File: config.mk
export PLATFORM = sky130hd
export DESIGN_NAME = raster_engine_flat
export DESIGN_NICKNAME = d
export VERILOG_FILES = /design/src/rtl/raster_engine_if.sv /design/src/rtl/raster_engine.sv /design/src/flat_wrapper.sv
export SDC_FILE = /design/constraint.sdc
export NUM_CORES = 1
export LEC_CHECK = 0
export BUFFER_PORTS_ARGS = -buffer_cell sky130_fd_sc_hd__buf_2
export CORE_MARGIN = 10
export CORE_UTILIZATION = 55
export CTS_CLUSTER_SIZE = 10
export DETAILED_ROUTE_END_ITERATION = 6
export PLACE_DENSITY = 0.83
export SLEW_MARGIN = 20
export SYNTH_ARGS = -nofsm -noshare
export SYNTH_HDL_FRONTEND = slang
export SYNTH_SLANG_ARGS = --single-unit
File: constraint.sdc
create_clock -name clk -period 6.8 [get_ports clk]
set_clock_uncertainty 0.1 [all_clocks]
set_input_delay 0 -clock clk [delete_from_list [all_inputs] [get_ports clk]]
set_output_delay 0 -clock clk [all_outputs]
set_load 0.1 [all_outputs]
File: src/rtl/raster_engine_if.sv
// Instruction-in / pixel-out handshake bundle for raster_engine.
// The engine side is the slave modport; the instruction source and pixel sink are the master.
interface raster_engine_if #(
    parameter int X_W = 9,
    parameter int Y_W = 8
);
    localparam int INSTR_W = 3 + 2 * (X_W + Y_W);

    logic [INSTR_W-1:0]    instr;
    logic                  instr_valid;
    logic                  instr_ready;
    logic signed [X_W-1:0] x_out;
    logic signed [Y_W-1:0] y_out;
    logic                  pix_valid;
    logic                  pix_ready;
    logic                  busy;
    logic                  done;
    logic                  err;

    modport master (
        output instr, instr_valid, pix_ready,
        input  instr_ready, x_out, y_out, pix_valid, busy, done, err
    );

    modport slave (
        input  instr, instr_valid, pix_ready,
        output instr_ready, x_out, y_out, pix_valid, busy, done, err
    );
endinterface

File: src/rtl/raster_engine.sv
// Decodes packed draw instructions and streams pixels for PIXEL, Bresenham LINE
// and 8-way symmetric midpoint CIRCLE primitives, one pixel per accepted handshake.
module raster_engine #(
    parameter int X_W = 9,
    parameter int Y_W = 8
) (
    input  logic            clk,
    input  logic            reset,
    raster_engine_if.slave  bus
);
    localparam int INSTR_W = 3 + 2 * (X_W + Y_W);
    localparam int IW      = ((X_W > Y_W) ? X_W : Y_W) + 4;
    localparam logic signed [IW-1:0] ONE = IW'(1);

    typedef enum logic [2:0] {S_IDLE, S_PIXEL, S_LINE, S_CIRCLE, S_FINISH} state_t;

    state_t                r_state;
    logic signed [IW-1:0]  r_px, r_py;
    logic                  r_pv, r_done, r_err;
    logic signed [IW-1:0]  r_ex, r_ey, r_dx, r_dy, r_lerr;
    logic                  r_sx_neg, r_sy_neg;
    logic signed [IW-1:0]  r_cx, r_cy, r_ox, r_oy, r_d;
    logic [2:0]            r_k;

    logic [2:0]            w_op;
    logic signed [IW-1:0]  w_x1, w_y1, w_x2, w_y2, w_dxr, w_dyr, w_dx, w_dy;
    logic signed [IW-1:0]  w_e2, w_lerr_n, w_lx_n, w_ly_n;
    logic signed [IW-1:0]  w_cox_n, w_coy_n, w_d_n, w_ox_sel, w_oy_sel, w_a, w_b, w_ptx, w_pty;
    logic                  w_stx, w_sty, w_circ_more, w_hs;
    logic [2:0]            w_k_n;

    assign w_op  = bus.instr[INSTR_W-1 -: 3];
    assign w_x1  = IW'($signed(bus.instr[2*Y_W+X_W +: X_W]));
    assign w_y1  = IW'($signed(bus.instr[Y_W+X_W   +: Y_W]));
    assign w_x2  = IW'($signed(bus.instr[Y_W       +: X_W]));
    assign w_y2  = IW'($signed(bus.instr[0         +: Y_W]));
    assign w_dxr = w_x2 - w_x1;
    assign w_dyr = w_y2 - w_y1;
    assign w_dx  = w_dxr[IW-1] ? -w_dxr : w_dxr;
    assign w_dy  = w_dyr[IW-1] ? -w_dyr : w_dyr;
    assign w_hs  = r_pv && bus.pix_ready;

    always_comb begin
        // Bresenham step from the current pixel
        w_e2     = r_lerr <<< 1;
        w_stx    = (w_e2 > -r_dy);
        w_sty    = (w_e2 < r_dx);
        w_lerr_n = r_lerr;
        w_lx_n   = r_px;
        w_ly_n   = r_py;
        if (w_stx) begin
            w_lerr_n = w_lerr_n - r_dy;
            w_lx_n   = r_sx_neg ? r_px - ONE : r_px + ONE;
        end
        if (w_sty) begin
            w_lerr_n = w_lerr_n + r_dx;
            w_ly_n   = r_sy_neg ? r_py - ONE : r_py + ONE;
        end

        // Midpoint iteration update, only committed after the 8th point
        w_cox_n = r_ox + ONE;
        if (r_d < 0) begin
            w_coy_n = r_oy;
            w_d_n   = r_d + (w_cox_n <<< 1) + ONE;
        end else begin
            w_coy_n = r_oy - ONE;
            w_d_n   = r_d + ((w_cox_n - w_coy_n) <<< 1) + ONE;
        end
        w_circ_more = (w_cox_n <= w_coy_n);

        if (r_k == 3'd7) begin
            w_k_n    = 3'd0;
            w_ox_sel = w_cox_n;
            w_oy_sel = w_coy_n;
        end else begin
            w_k_n    = r_k + 3'd1;
            w_ox_sel = r_ox;
            w_oy_sel = r_oy;
        end
        // k[0] swaps x/y, k[1] negates the x offset, k[2] negates the y offset
        w_a   = w_k_n[0] ? w_oy_sel : w_ox_sel;
        w_b   = w_k_n[0] ? w_ox_sel : w_oy_sel;
        w_ptx = w_k_n[1] ? r_cx - w_a : r_cx + w_a;
        w_pty = w_k_n[2] ? r_cy - w_b : r_cy + w_b;
    end

    always_ff @(posedge clk or negedge reset) begin
        if (!reset) begin
            r_state  <= S_IDLE;
            r_px     <= '0;
            r_py     <= '0;
            r_pv     <= 1'b0;
            r_done   <= 1'b0;
            r_err    <= 1'b0;
            r_ex     <= '0;
            r_ey     <= '0;
            r_dx     <= '0;
            r_dy     <= '0;
            r_lerr   <= '0;
            r_sx_neg <= 1'b0;
            r_sy_neg <= 1'b0;
            r_cx     <= '0;
            r_cy     <= '0;
            r_ox     <= '0;
            r_oy     <= '0;
            r_d      <= '0;
            r_k      <= '0;
        end else begin
            r_done <= 1'b0;
            r_err  <= 1'b0;
            case (r_state)
                S_IDLE: if (bus.instr_valid) begin
                    case (w_op)
                        3'b001: begin
                            r_px    <= w_x1;
                            r_py    <= w_y1;
                            r_pv    <= 1'b1;
                            r_state <= S_PIXEL;
                        end
                        3'b010: begin
                            r_px     <= w_x1;
                            r_py     <= w_y1;
                            r_ex     <= w_x2;
                            r_ey     <= w_y2;
                            r_dx     <= w_dx;
                            r_dy     <= w_dy;
                            r_lerr   <= w_dx - w_dy;
                            r_sx_neg <= w_dxr[IW-1];
                            r_sy_neg <= w_dyr[IW-1];
                            r_pv     <= 1'b1;
                            r_state  <= S_LINE;
                        end
                        3'b011: begin
                            if (w_x2[IW-1]) begin
                                r_done  <= 1'b1;
                                r_err   <= 1'b1;
                                r_state <= S_FINISH;
                            end else begin
                                r_cx    <= w_x1;
                                r_cy    <= w_y1;
                                r_ox    <= '0;
                                r_oy    <= w_x2;
                                r_d     <= ONE - w_x2;
                                r_k     <= 3'd0;
                                r_px    <= w_x1;
                                r_py    <= w_y1 + w_x2;
                                r_pv    <= 1'b1;
                                r_state <= S_CIRCLE;
                            end
                        end
                        3'b000: begin
                            r_done  <= 1'b1;
                            r_state <= S_FINISH;
                        end
                        default: begin
                            r_done  <= 1'b1;
                            r_err   <= 1'b1;
                            r_state <= S_FINISH;
                        end
                    endcase
                end
                S_PIXEL: if (w_hs) begin
                    r_pv    <= 1'b0;
                    r_done  <= 1'b1;
                    r_state <= S_FINISH;
                end
                S_LINE: if (w_hs) begin
                    if (r_px == r_ex && r_py == r_ey) begin
                        r_pv    <= 1'b0;
                        r_done  <= 1'b1;
                        r_state <= S_FINISH;
                    end else begin
                        r_px   <= w_lx_n;
                        r_py   <= w_ly_n;
                        r_lerr <= w_lerr_n;
                    end
                end
                S_CIRCLE: if (w_hs) begin
                    if (r_k == 3'd7 && !w_circ_more) begin
                        r_pv    <= 1'b0;
                        r_done  <= 1'b1;
                        r_state <= S_FINISH;
                    end else begin
                        if (r_k == 3'd7) begin
                            r_ox <= w_cox_n;
                            r_oy <= w_coy_n;
                            r_d  <= w_d_n;
                        end
                        r_k  <= w_k_n;
                        r_px <= w_ptx;
                        r_py <= w_pty;
                    end
                end
                S_FINISH: r_state <= S_IDLE;
                default:  r_state <= S_IDLE;
            endcase
        end
    end

    assign bus.instr_ready = (r_state == S_IDLE);
    assign bus.busy        = (r_state != S_IDLE);
    assign bus.x_out       = r_px[X_W-1:0];
    assign bus.y_out       = r_py[Y_W-1:0];
    assign bus.pix_valid   = r_pv;
    assign bus.done        = r_done;
    assign bus.err         = r_err;
endmodule
File: src/flat_wrapper.sv
// flat-port wrapper written by rule: the top's interface ports become plain ports
module raster_engine_flat 
#(
    parameter int X_W = 9,
    parameter int Y_W = 8
)
  (clk, reset, bus_instr, bus_instr_valid, bus_pix_ready, bus_instr_ready, bus_x_out, bus_y_out, bus_pix_valid, bus_busy, bus_done, bus_err);
  raster_engine_if #(.X_W(X_W), .Y_W(Y_W)) bus_i ();
  input  logic clk;
  input  logic reset;
  input wire logic [$bits(bus_i.instr)-1:0] bus_instr;
  input wire logic [$bits(bus_i.instr_valid)-1:0] bus_instr_valid;
  input wire logic [$bits(bus_i.pix_ready)-1:0] bus_pix_ready;
  output wire logic [$bits(bus_i.instr_ready)-1:0] bus_instr_ready;
  output wire logic [$bits(bus_i.x_out)-1:0] bus_x_out;
  output wire logic [$bits(bus_i.y_out)-1:0] bus_y_out;
  output wire logic [$bits(bus_i.pix_valid)-1:0] bus_pix_valid;
  output wire logic [$bits(bus_i.busy)-1:0] bus_busy;
  output wire logic [$bits(bus_i.done)-1:0] bus_done;
  output wire logic [$bits(bus_i.err)-1:0] bus_err;
  assign bus_i.instr = bus_instr;
  assign bus_i.instr_valid = bus_instr_valid;
  assign bus_i.pix_ready = bus_pix_ready;
  assign bus_instr_ready = bus_i.instr_ready;
  assign bus_x_out = bus_i.x_out;
  assign bus_y_out = bus_i.y_out;
  assign bus_pix_valid = bus_i.pix_valid;
  assign bus_busy = bus_i.busy;
  assign bus_done = bus_i.done;
  assign bus_err = bus_i.err;
  raster_engine #(.X_W(X_W), .Y_W(Y_W)) u_core (.clk(clk), .reset(reset), .bus(bus_i));
endmodule
==> metrics, run 1 <==
reg2reg start=u_core.r_k[0]; WL met3=3280 um; Final Hold Violating Endpoints=0; Met2 Wirelength=25000 um; vias=16100; IO Pins=63; Worst path max stage delay=790 ps; First-pass DRT Iterations=7; RD Place Congestion=0.988; synthesized area per cell=7.94 um2; later-pin clock latency in the skew report=450 ps; GRT overflow=0; power per cell area=582 mW/mm2; CTS tree=yes; Initial Util=a little under three fifths; Slew headroom=between 30% and 40%; # setup viols final=0; min-delay src=bus_instr[34]; slowest CP cell=dfrtp_1; gr usage total=26.7%; number of synthesized flops with an enable pin=0; Max Used Layer=met4; WL met1=20500 um; maximum vdd drop=roughly 0.00035 V; crit end category=flop; initial antenna violation count=0; max-slew violations=0; Tcrit/Tclk final=87.7%; Fmax=0.168 GHz; fill count=2596; HPWL after detailed placement=~39000 um; Fin Hold WS=between 60 and 70 ps; Via-to-Cell Ratio=approximately 6.3; Worst Path Buf+Inv=0; Die ar.=0.0375 mm2; FFs w/ async S/R, synth=100%; Critical Path AT=6210 ps; min cycle time layout=5970 ps; crit start category=flop; Max Cap Violations=0; WP data required=7050 ps; delay-heaviest family, CP=compound AO/OA/AOI/OAI gates; Layout Nets=around 2400; final setup margin=833 ps; Vert. Die Dim=194 um; CP max FO=21; Synth Register Bits=148; H-tree depth=4; Setup crit start=u_core.r_k[0]; DP Worst Slack=slightly below 1000 ps; share of layout cells above drive strength 1=8.96%; routed wire length per instance=between 20 and 25 um; share of the synthesized area in the top cell type=roughly 22%; antenna violation net count after detailed routing=0; crit path cell chain=ha_1, ha_1, nor2_1, a221oi_1, ha_1, o311ai_0, or4b_4, nand2_1, xnor2_1, ha_1, and3_1, a21oi_1, o21ai_0, o41ai_1, nor3_1, mux2i_1, o211ai_1, o22a_1; first-pass GRT wire length=82900 um; Yosys top cell by area=dfrtp_1; CTS Sinks=approximately 150; Area contributors post-synth=dfrtp_1 22%, ha_1 14%, xnor2_1 7.9%; First DRT Iteration DRCs=1365; ANT cells=0; register area share after synthesis=22.3%; outcome=completed; largest net degree at the start of global routing=79; Layout area overhead=8.85%; commonest non-fill, non-tap cell in the layout=nand2_1; overall power=roughly 10000 uW; critical path's most frequent cell=ha_1; setup TNS=0 ps; number of global-route vias before repair=15700; most frequent cells in the layout=201 x nand2_1, 192 x nor2_1, 184 x ha_1; Syn Inst Count=about 2100; Port Buffers=62; fin util=60.7%; clock slew at reported path FFs=80 ps; Die Width=about 190 um; Max Root-Sink Buffers=2; CTS buffer count=17; Post-synth top flop=dfrtp_1; CORE AREA=roughly 0.03 mm2; Worst Hold Class=primary input to flop; Crit Path Class=flop to flop; # rows=63; Mapped Area=0.0166 mm2; root buffer cell=clkbuf_16; Least-Margin Pin Slew=1020 ps; yosys warns=0; RSZ-0062 raised after global routing=false; DR DRC count=0; total wire length=51800 um; Yosys cell types=about 90; Static Leak=0.00800 uW
metrics by stage:
stage	cell area [um2]	std cells
after floorplan	16600	2089
after global placement	17100	2459
after detailed placement	17100	2459
after CTS	18000	2533
after global routing	18000	2533
final	18000	2533
worst paths after layout:
check                                       end  slack, ps  cells past startpoint
max in group asynchronous       u_core.r_px[11]       4970                      3
min in group asynchronous         u_core.r_d[9]         90                      2
max reg2reg                     u_core.r_px[12]        830                     18
max                             u_core.r_px[12]        830                     18
min reg2reg                     u_core.r_dx[12]        400                      2
min                        u_core.bus.pix_valid         60                      4
report_power, final:
| part | switching [uW] | internal [uW] |
|---|---|---|
| registers | 550 | 1240 |
| clock network | 446 | 519 |
| logic | 4610 | 3140 |
synthesized netlist by cell type (all sizes together), types with 5 or more instances:
master / instances
fa: 13
nor3b: 5
dfrtp: 148
and2: 9
a211o: 5
nor2: 194
o21a: 20
o211ai: 29
o31ai: 20
a211oi: 37
inv: 117
o41ai: 13
or2: 7
and3: 17
nand2: 201
ha: 184
xor2: 60
buf: 42
a21oi: 166
nand2b: 21
nand3: 38
mux2: 41
a22oi: 7
o21ai: 153
nor3: 65
o21bai: 12
nand4: 23
nor2b: 34
or3: 23
clkbuf: 59
a31oi: 28
xnor2: 150
a21o: 30
mux2i: 18
nor4: 19
nor4b: 6
registers in the layout, indices dropped and copies added (netlist names):
| name | cells |
|---|---|
| u_core.bus.done | 1 |
| u_core.bus.err | 1 |
| u_core.bus.pix_valid | 1 |
| u_core.r_cx | 9 |
| u_core.r_cy | 8 |
| u_core.r_d | 13 |
| u_core.r_dx | 13 |
| u_core.r_dy | 13 |
| u_core.r_ex | 9 |
| u_core.r_ey | 8 |
| u_core.r_k | 3 |
| u_core.r_lerr | 12 |
| u_core.r_ox | 13 |
| u_core.r_oy | 13 |
| u_core.r_px | 13 |
| u_core.r_py | 13 |
| u_core.r_state | 3 |
| u_core.r_sx_neg | 1 |
| u_core.r_sy_neg | 1 |
what timing repair did:
action / 4_1_cts / 5_1_grt
resized for setup: 0 / 0
setup buffers: 0 / 0
hold endpoints to repair: 136 / 0
hold buffers: 42 / 0
layer usage:
metal | global-route usage, % | up-vias
li1 | - | 7565
met1 | 31.6 | 7608
met2 | 45.9 | 688
met3 | 3.75 | 192
met4 | 14.1 | 0
met5 | 0 | -
worst register-to-register path, cell delays in order, from the launching register on:
cell and delay [ps]:
dfrtp_1 790, ha_1 270, ha_1 640, nor2_1 330
a221oi_1 670, ha_1 330, o311ai_0 190, or4b_4 560
nand2_1 100, xnor2_1 70, ha_1 350, and3_1 190
a21oi_1 90, o21ai_0 160, o41ai_1 420, nor3_1 120
mux2i_1 160, o211ai_1 120, o22a_1 200
final cells by class:
cell class	instances	area, um2	share of cell area [%]
inverters	118	443	2.46
clock inverters	13	124	0.687
repair buffers	123	880	4.88
multi-input cells	1722	12000	66.3
flip-flops and latches	148	3700	20.5
clock buffers	19	443	2.46
well taps	390	488	2.71
logic make-up after synthesis:
group           Yosys count  share of synthesized area [%]
simple gates            676                           19.4
buf+inv                 219                           5.65
mux                      59                           3.90
compound gates          577                           22.1
other cells               2                         0.0453
flops                   148                           22.3
fa+ha+maj               197                           15.5
xor+xnor                210                           11.1
Power figures use the tool's default switching activity.
==> run 2, diff against run 1 <==
Settings changed: CORE_UTILIZATION 55 to 52, PLACE_DENSITY 0.83 to 0.8.
==> run 2 against run 1 <==
  * Register-to-register slack hardly changed
  * Clock power is 8% higher
  * Wire length is 1.4% lower
  * Global-route usage is 0.91 points lower
  * First-iteration DRC count is 6.2% higher
  * Critical endpoint unchanged
  * Largest cell class unchanged
  * Non-clock buffer count is 2 lower
  * Final area is 0.27% higher
  * Worst setup slack better by 14 ps
==> metrics, run 2 (synthesis gave the netlist of run 1 again) <==
outcome=completed; IO Pins=63; most frequent cells in the layout=201 x nand2_1, 192 x nor2_1, 184 x ha_1; Slew headroom=between 30% and 40%; Die Width=199 um; Fin Hold WS=64.5 ps; CTS Sinks=148; RD Place Congestion=0.963; Vert. Die Dim=roughly 200 um; gr usage total=about a quarter; clock slew at reported path FFs=80 ps; Switching Power=5610 uW; Max Cap Violations=0; Resized cells post-CTS=0; commonest non-fill, non-tap cell in the layout=nand2_1; First DRT Iteration DRCs=1450; vias=~16000; WP data required=7040 ps; setup TNS=0 ps; CTS tree=yes; # rows=65; Clock Power Share=9.9%; fill count=roughly 2800; Layout area overhead=9.14%; Critical Path AT=6200 ps; CP max FO=18; later-pin clock latency in the skew report=about 450 ps; Final Hold Violating Endpoints=0; Max Root-Sink Buffers=2; Via-to-Cell Ratio=6.26; DR DRC count=0; min cycle time layout=roughly 6000 ps; power per cell area=582 mW/mm2; antenna violation net count after detailed routing=0; First-pass DRT Iterations=6; number of global-route vias before repair=15600; Initial Util=52.7%; max-slew violations=0; routed wire length per instance=between 20 and 25 um; CORE AREA=0.0315 mm2; Worst Hold Class=primary input to async pin; first-pass GRT wire length=81900 um; Port Buffers=62; share of layout cells above drive strength 1=under 10%; Layout Nets=2366; RSZ-0062 raised after global routing=false; Logic pwr share=73.2%; root buffer cell=clkbuf_16; ANT cells=0; Least-Margin Pin Slew=1040 ps; postcts setup bufs=0; CTS buffer count=17; Static Leak=0.00802 uW; internal power=between 4000 and 5000 uW; H-tree depth=4; sequential power share=16.9%; Tcrit/Tclk final=just under 90%; # setup viols final=0; initial antenna violation count=0; HPWL after detailed placement=approximately 38000 um; Crit Path Class=flop to flop; GRT overflow=0; total wire length=51000 um; Die ar.=0.0394 mm2; Fmax=between 0.15 and 0.2 GHz; crit start category=flop; crit end category=flop; maximum vdd drop=between 0.0003 and 0.0004 V; largest net degree at the start of global routing=83; switch share=53.3%; Post-CTS Hold Buffers=42
-- run 2: area by class of cell --
cell class                      instances  area (um2)  area share (%)
Sequential cell                       148        3700            20.5
Inverter                              118         443            2.45
Tap cell                              402         503            2.78
Timing Repair Buffer                  121         862            4.77
Clock buffer                           17         425            2.35
Clock inverter                         15         193            1.07
Multi-Input combinational cell       1722       12000            66.1
-- run 2: worst paths after layout --
path	from	depth (start not counted)	to	slack [ps]
setup / recovery	u_core.r_k[0]	18	u_core.r_px[12]	850
hold / removal	reset	2	u_core.r_d[10]	60
setup reg to reg	u_core.r_k[0]	18	u_core.r_px[12]	850
hold reg to reg	u_core.r_dx[12]	2	u_core.r_dx[12]	400
max in group asynchronous	reset	3	u_core.r_ey[3]	5110
min in group clk	bus_pix_ready	5	u_core.r_ox[6]	210
-- run 2: layer usage --
metal | up-vias | part of all wire [%] | GRT usage (%)
met3 | 177 | 7.0 | 4.39
li1 | 7555 | - | -
met2 | 701 | 48 | 43.8
met5 | - | 0 | 0
met4 | 0 | 5.3 | 13.5
met1 | 7490 | 40 | 30.6
-- run 2: stage by stage --
step	setup slack [ps]	power [uW]	utilization (%)	area, um2	std cells
floorplan	1840	7710	-	16600	2089
global placement	1120	9090	54.1	17000	2468
detailed placement	929	9280	54.2	17000	2468
CTS	909	10400	57.5	18100	2542
global route	282	11400	57.5	18100	2543
finish	847	10500	57.5	18100	2543
-- run 2: critical path, cell delays in order (launching register included) --
cell,delay [ps]
dfrtp_1,820
ha_1,280
ha_1,580
nor2_1,360
a221oi_1,610
ha_1,290
o311ai_0,220
or4b_4,570
nand2_1,100
xnor2_1,70
ha_1,360
and3_1,190
a21oi_1,130
o21ai_0,180
o41ai_1,410
nor3_1,100
mux2i_1,160
o211ai_1,110
o22a_1,190
-- run 2: power by group through the flow --
| stage | sequential (uW) | combinational [uW] | clock, uW |
|---|---|---|---|
| 2_1_floorplan | 1580 | 6130 | 0 |
| 5_1_grt | 1820 | 8510 | 1080 |
| 4_1_cts | 1760 | 7590 | 1040 |
| 3_3_place_gp | 1770 | 7320 | 0 |
| 6_report | 1780 | 7700 | 1040 |
| 3_5_place_dp | 1780 | 7500 | 0 |
==> run 3, diff against run 2 <==
Settings changed: BUFFER_PORTS_ARGS -buffer_cell sky130_fd_sc_hd__buf_2 to -buffer_cell sky130_fd_sc_hd__buf_4.
==> run 3 against run 2 <==
  * The flow now finishes with violations (DRC)
  * Global-route usage decreased by 0.072 points
  * First-iteration DRC count is 10% lower
  * Sequential share of layout area is 0.15 points lower
  * Final cell count rose by 0.12%
  * Sequential cell count is the same
  * Highest routed layer unchanged
  * Largest power group unchanged
  * Non-clock buffer count is 3 higher
  * Combinational power grew 0.5%
  * Count of clock-buffer cells in the layout is the same
  * Via count about the same
  * Hold slack worse by 11 ps
==> metrics, run 3 (synthesis gave the netlist of run 1 again) <==
total wire length=51300 um; number of global-route vias before repair=15600; GRT overflow=0; H-tree depth=4; First-pass DRT Iterations=7; Multi-input gate area=between 0.01 and 0.015 mm2; DR DRC count=14; Worst Path Buf+Inv=1; Least-Margin Pin Slew=1030 ps; fill count=2758; WL met1=20400 um; Fmax=0.171 GHz; Slew headroom=31.5%; root buffer cell=clkbuf_16; WP data required=7060 ps; IO Pins=63; Reg area=0.00370 mm2; dpl cell area=0.0172 mm2; crit end category=flop; Critical Path Sink=u_core.r_lerr[10]; Die Width=199 um; CTS Sinks=roughly 150; routed wire length per instance=20.1 um; Tcrit/Tclk final=86.0%; Max Cap Violations=0; # setup viols final=0; Port Buffers=62; Final Hold Violating Endpoints=0; Crit path depth=22; gr usage total=approximately 26%; worst reg2reg path depth=22; Static Leak=0.00806 uW; CORE AREA=0.0315 mm2; slowest CP cell=or4b_2; failing checks=DRC; commonest non-fill, non-tap cell in the layout=nand2_1; WL met3=roughly 3200 um; fin util=a little under 60%; Layout area overhead=9.95%; Resized cells post-CTS=0; share of layout cells above drive strength 1=8.96%; delay-heaviest family, CP=simple AND/OR/NAND/NOR gates; R2R setup slack=approximately 960 ps; ANT cells=0; # rows=65; vias=15900; later-pin clock latency in the skew report=450 ps; antenna violation net count after detailed routing=0; Max Root-Sink Buffers=2; CTS buffer count=17; min cycle time layout=between 5000 and 6000 ps; outcome=finished with violations; max-slew violations=0; Layout Nets=2369; crit start category=flop; Via-to-Cell Ratio=roughly 6.3; first-pass GRT wire length=81300 um; Die ar.=0.0394 mm2; r2r endpoint=u_core.r_lerr[10]; postcts setup bufs=0; First DRT Iteration DRCs=about 1300; Initial Util=52.7%; Setup crit start=u_core.r_dy[4]; most frequent cells in the layout=201 x nand2_1, 192 x nor2_1, 184 x ha_1; RD Place Congestion=0.983; Crit Path Class=flop to flop; Vert. Die Dim=between 150 and 200 um; Worst path max stage delay=580 ps; Final Instance Area=0.0182 mm2; setup TNS=0 ps; Worst Hold Class=primary input to async pin; CP max FO=15; Max Used Layer=met4; largest net degree at the start of global routing=88; RSZ-0062 raised after global routing=false; HPWL after detailed placement=38700 um; crit path cell chain=nor4_1, nand2_1, nor3_1, xor2_1, ha_1, or4b_2, a21oi_1, o31ai_1, nand2_1, mux2i_1, ha_1, inv_1, fa_1, nor2b_1, o21ai_0, a21boi_0, o21ai_0, a21oi_1, a31oi_1, xnor2_1, mux2i_1, a211oi_1; reg2reg start=u_core.r_dy[4]; power per cell area=576 mW/mm2; maximum vdd drop=0.000395 V; initial antenna violation count=0; CTS tree=yes; clock slew at reported path FFs=70 ps; Met2 Wirelength=roughly 25000 um; Critical Path AT=slightly above 6000 ps
run 3: changes by cell type in the layout (fill, tap and decap cells not counted), sizes merged:
cell,delta
dlygate4sd3,+2
clkinvlp,+2
buf,+1
bufinv,-1
clkinv,-1
run 3: worst register-to-register path, cell delays in order (launching register included):
cell      delay (ps)
dfrtp_1          410
nor4_1           560
nand2_1          170
nor3_1           200
xor2_1           100
ha_1             330
or4b_2           580
a21oi_1          170
o31ai_1          200
nand2_1          450
mux2i_1          310
ha_1             230
inv_1             60
fa_1             380
nor2b_1          150
o21ai_0          110
a21boi_0         260
o21ai_0          160
a21oi_1          240
a31oi_1          140
xnor2_1          150
mux2i_1           90
a211oi_1         220
run 3: worst min-delay path by stage:
stage / from / endpoint / slack, ps / depth (start not counted)
after floorplan: reset / u_core.bus.done / -400 / 0
after global placement: reset / u_core.r_d[10] / 30 / 1
after detailed placement: reset / u_core.r_d[10] / 40 / 1
after CTS: reset / u_core.r_d[10] / 120 / 2
after global routing: reset / u_core.r_d[10] / 130 / 2
final: reset / u_core.r_d[10] / 50 / 2
run 3: final cells by class:
class                   instances  share of cell area (%)
repair buffers                124                    5.72
clock inverters                15                   0.803
inverters                     118                    2.43
clock buffers                  17                    2.33
multi-input cells            1722                    65.6
well taps                     402                    2.76
flip-flops and latches        148                    20.3
run 3: what timing repair did:
| item | in CTS | in global routing |
|---|---|---|
| hold endpoints to repair | 159 | 0 |
| hold buffers | 44 | 0 |
| setup endpoints to repair | 0 | 0 |
run 3: stage by stage:
stage	cells	power (uW)	setup WS, ps	hold slack (ps)
2_1_floorplan	2089	7710	1840	-396
3_3_place_gp	2469	9120	1040	26.3
3_5_place_dp	2469	9350	1010	36.3
4_1_cts	2545	10400	1000	122
5_1_grt	2546	11400	275	125
6_report	2546	10500	955	53.2
run 3: report_power, final:
part           switching, uW  internal, uW
logic                   4570          3180
registers                553          1240
clock network            455           514
total                   5570          4930
run 3: metal layers:
metal	global-route usage [%]	vias up
met5	0	-
met4	13.0	0
met3	3.31	163
met2	45.3	623
met1	30.1	7567
li1	-	7579
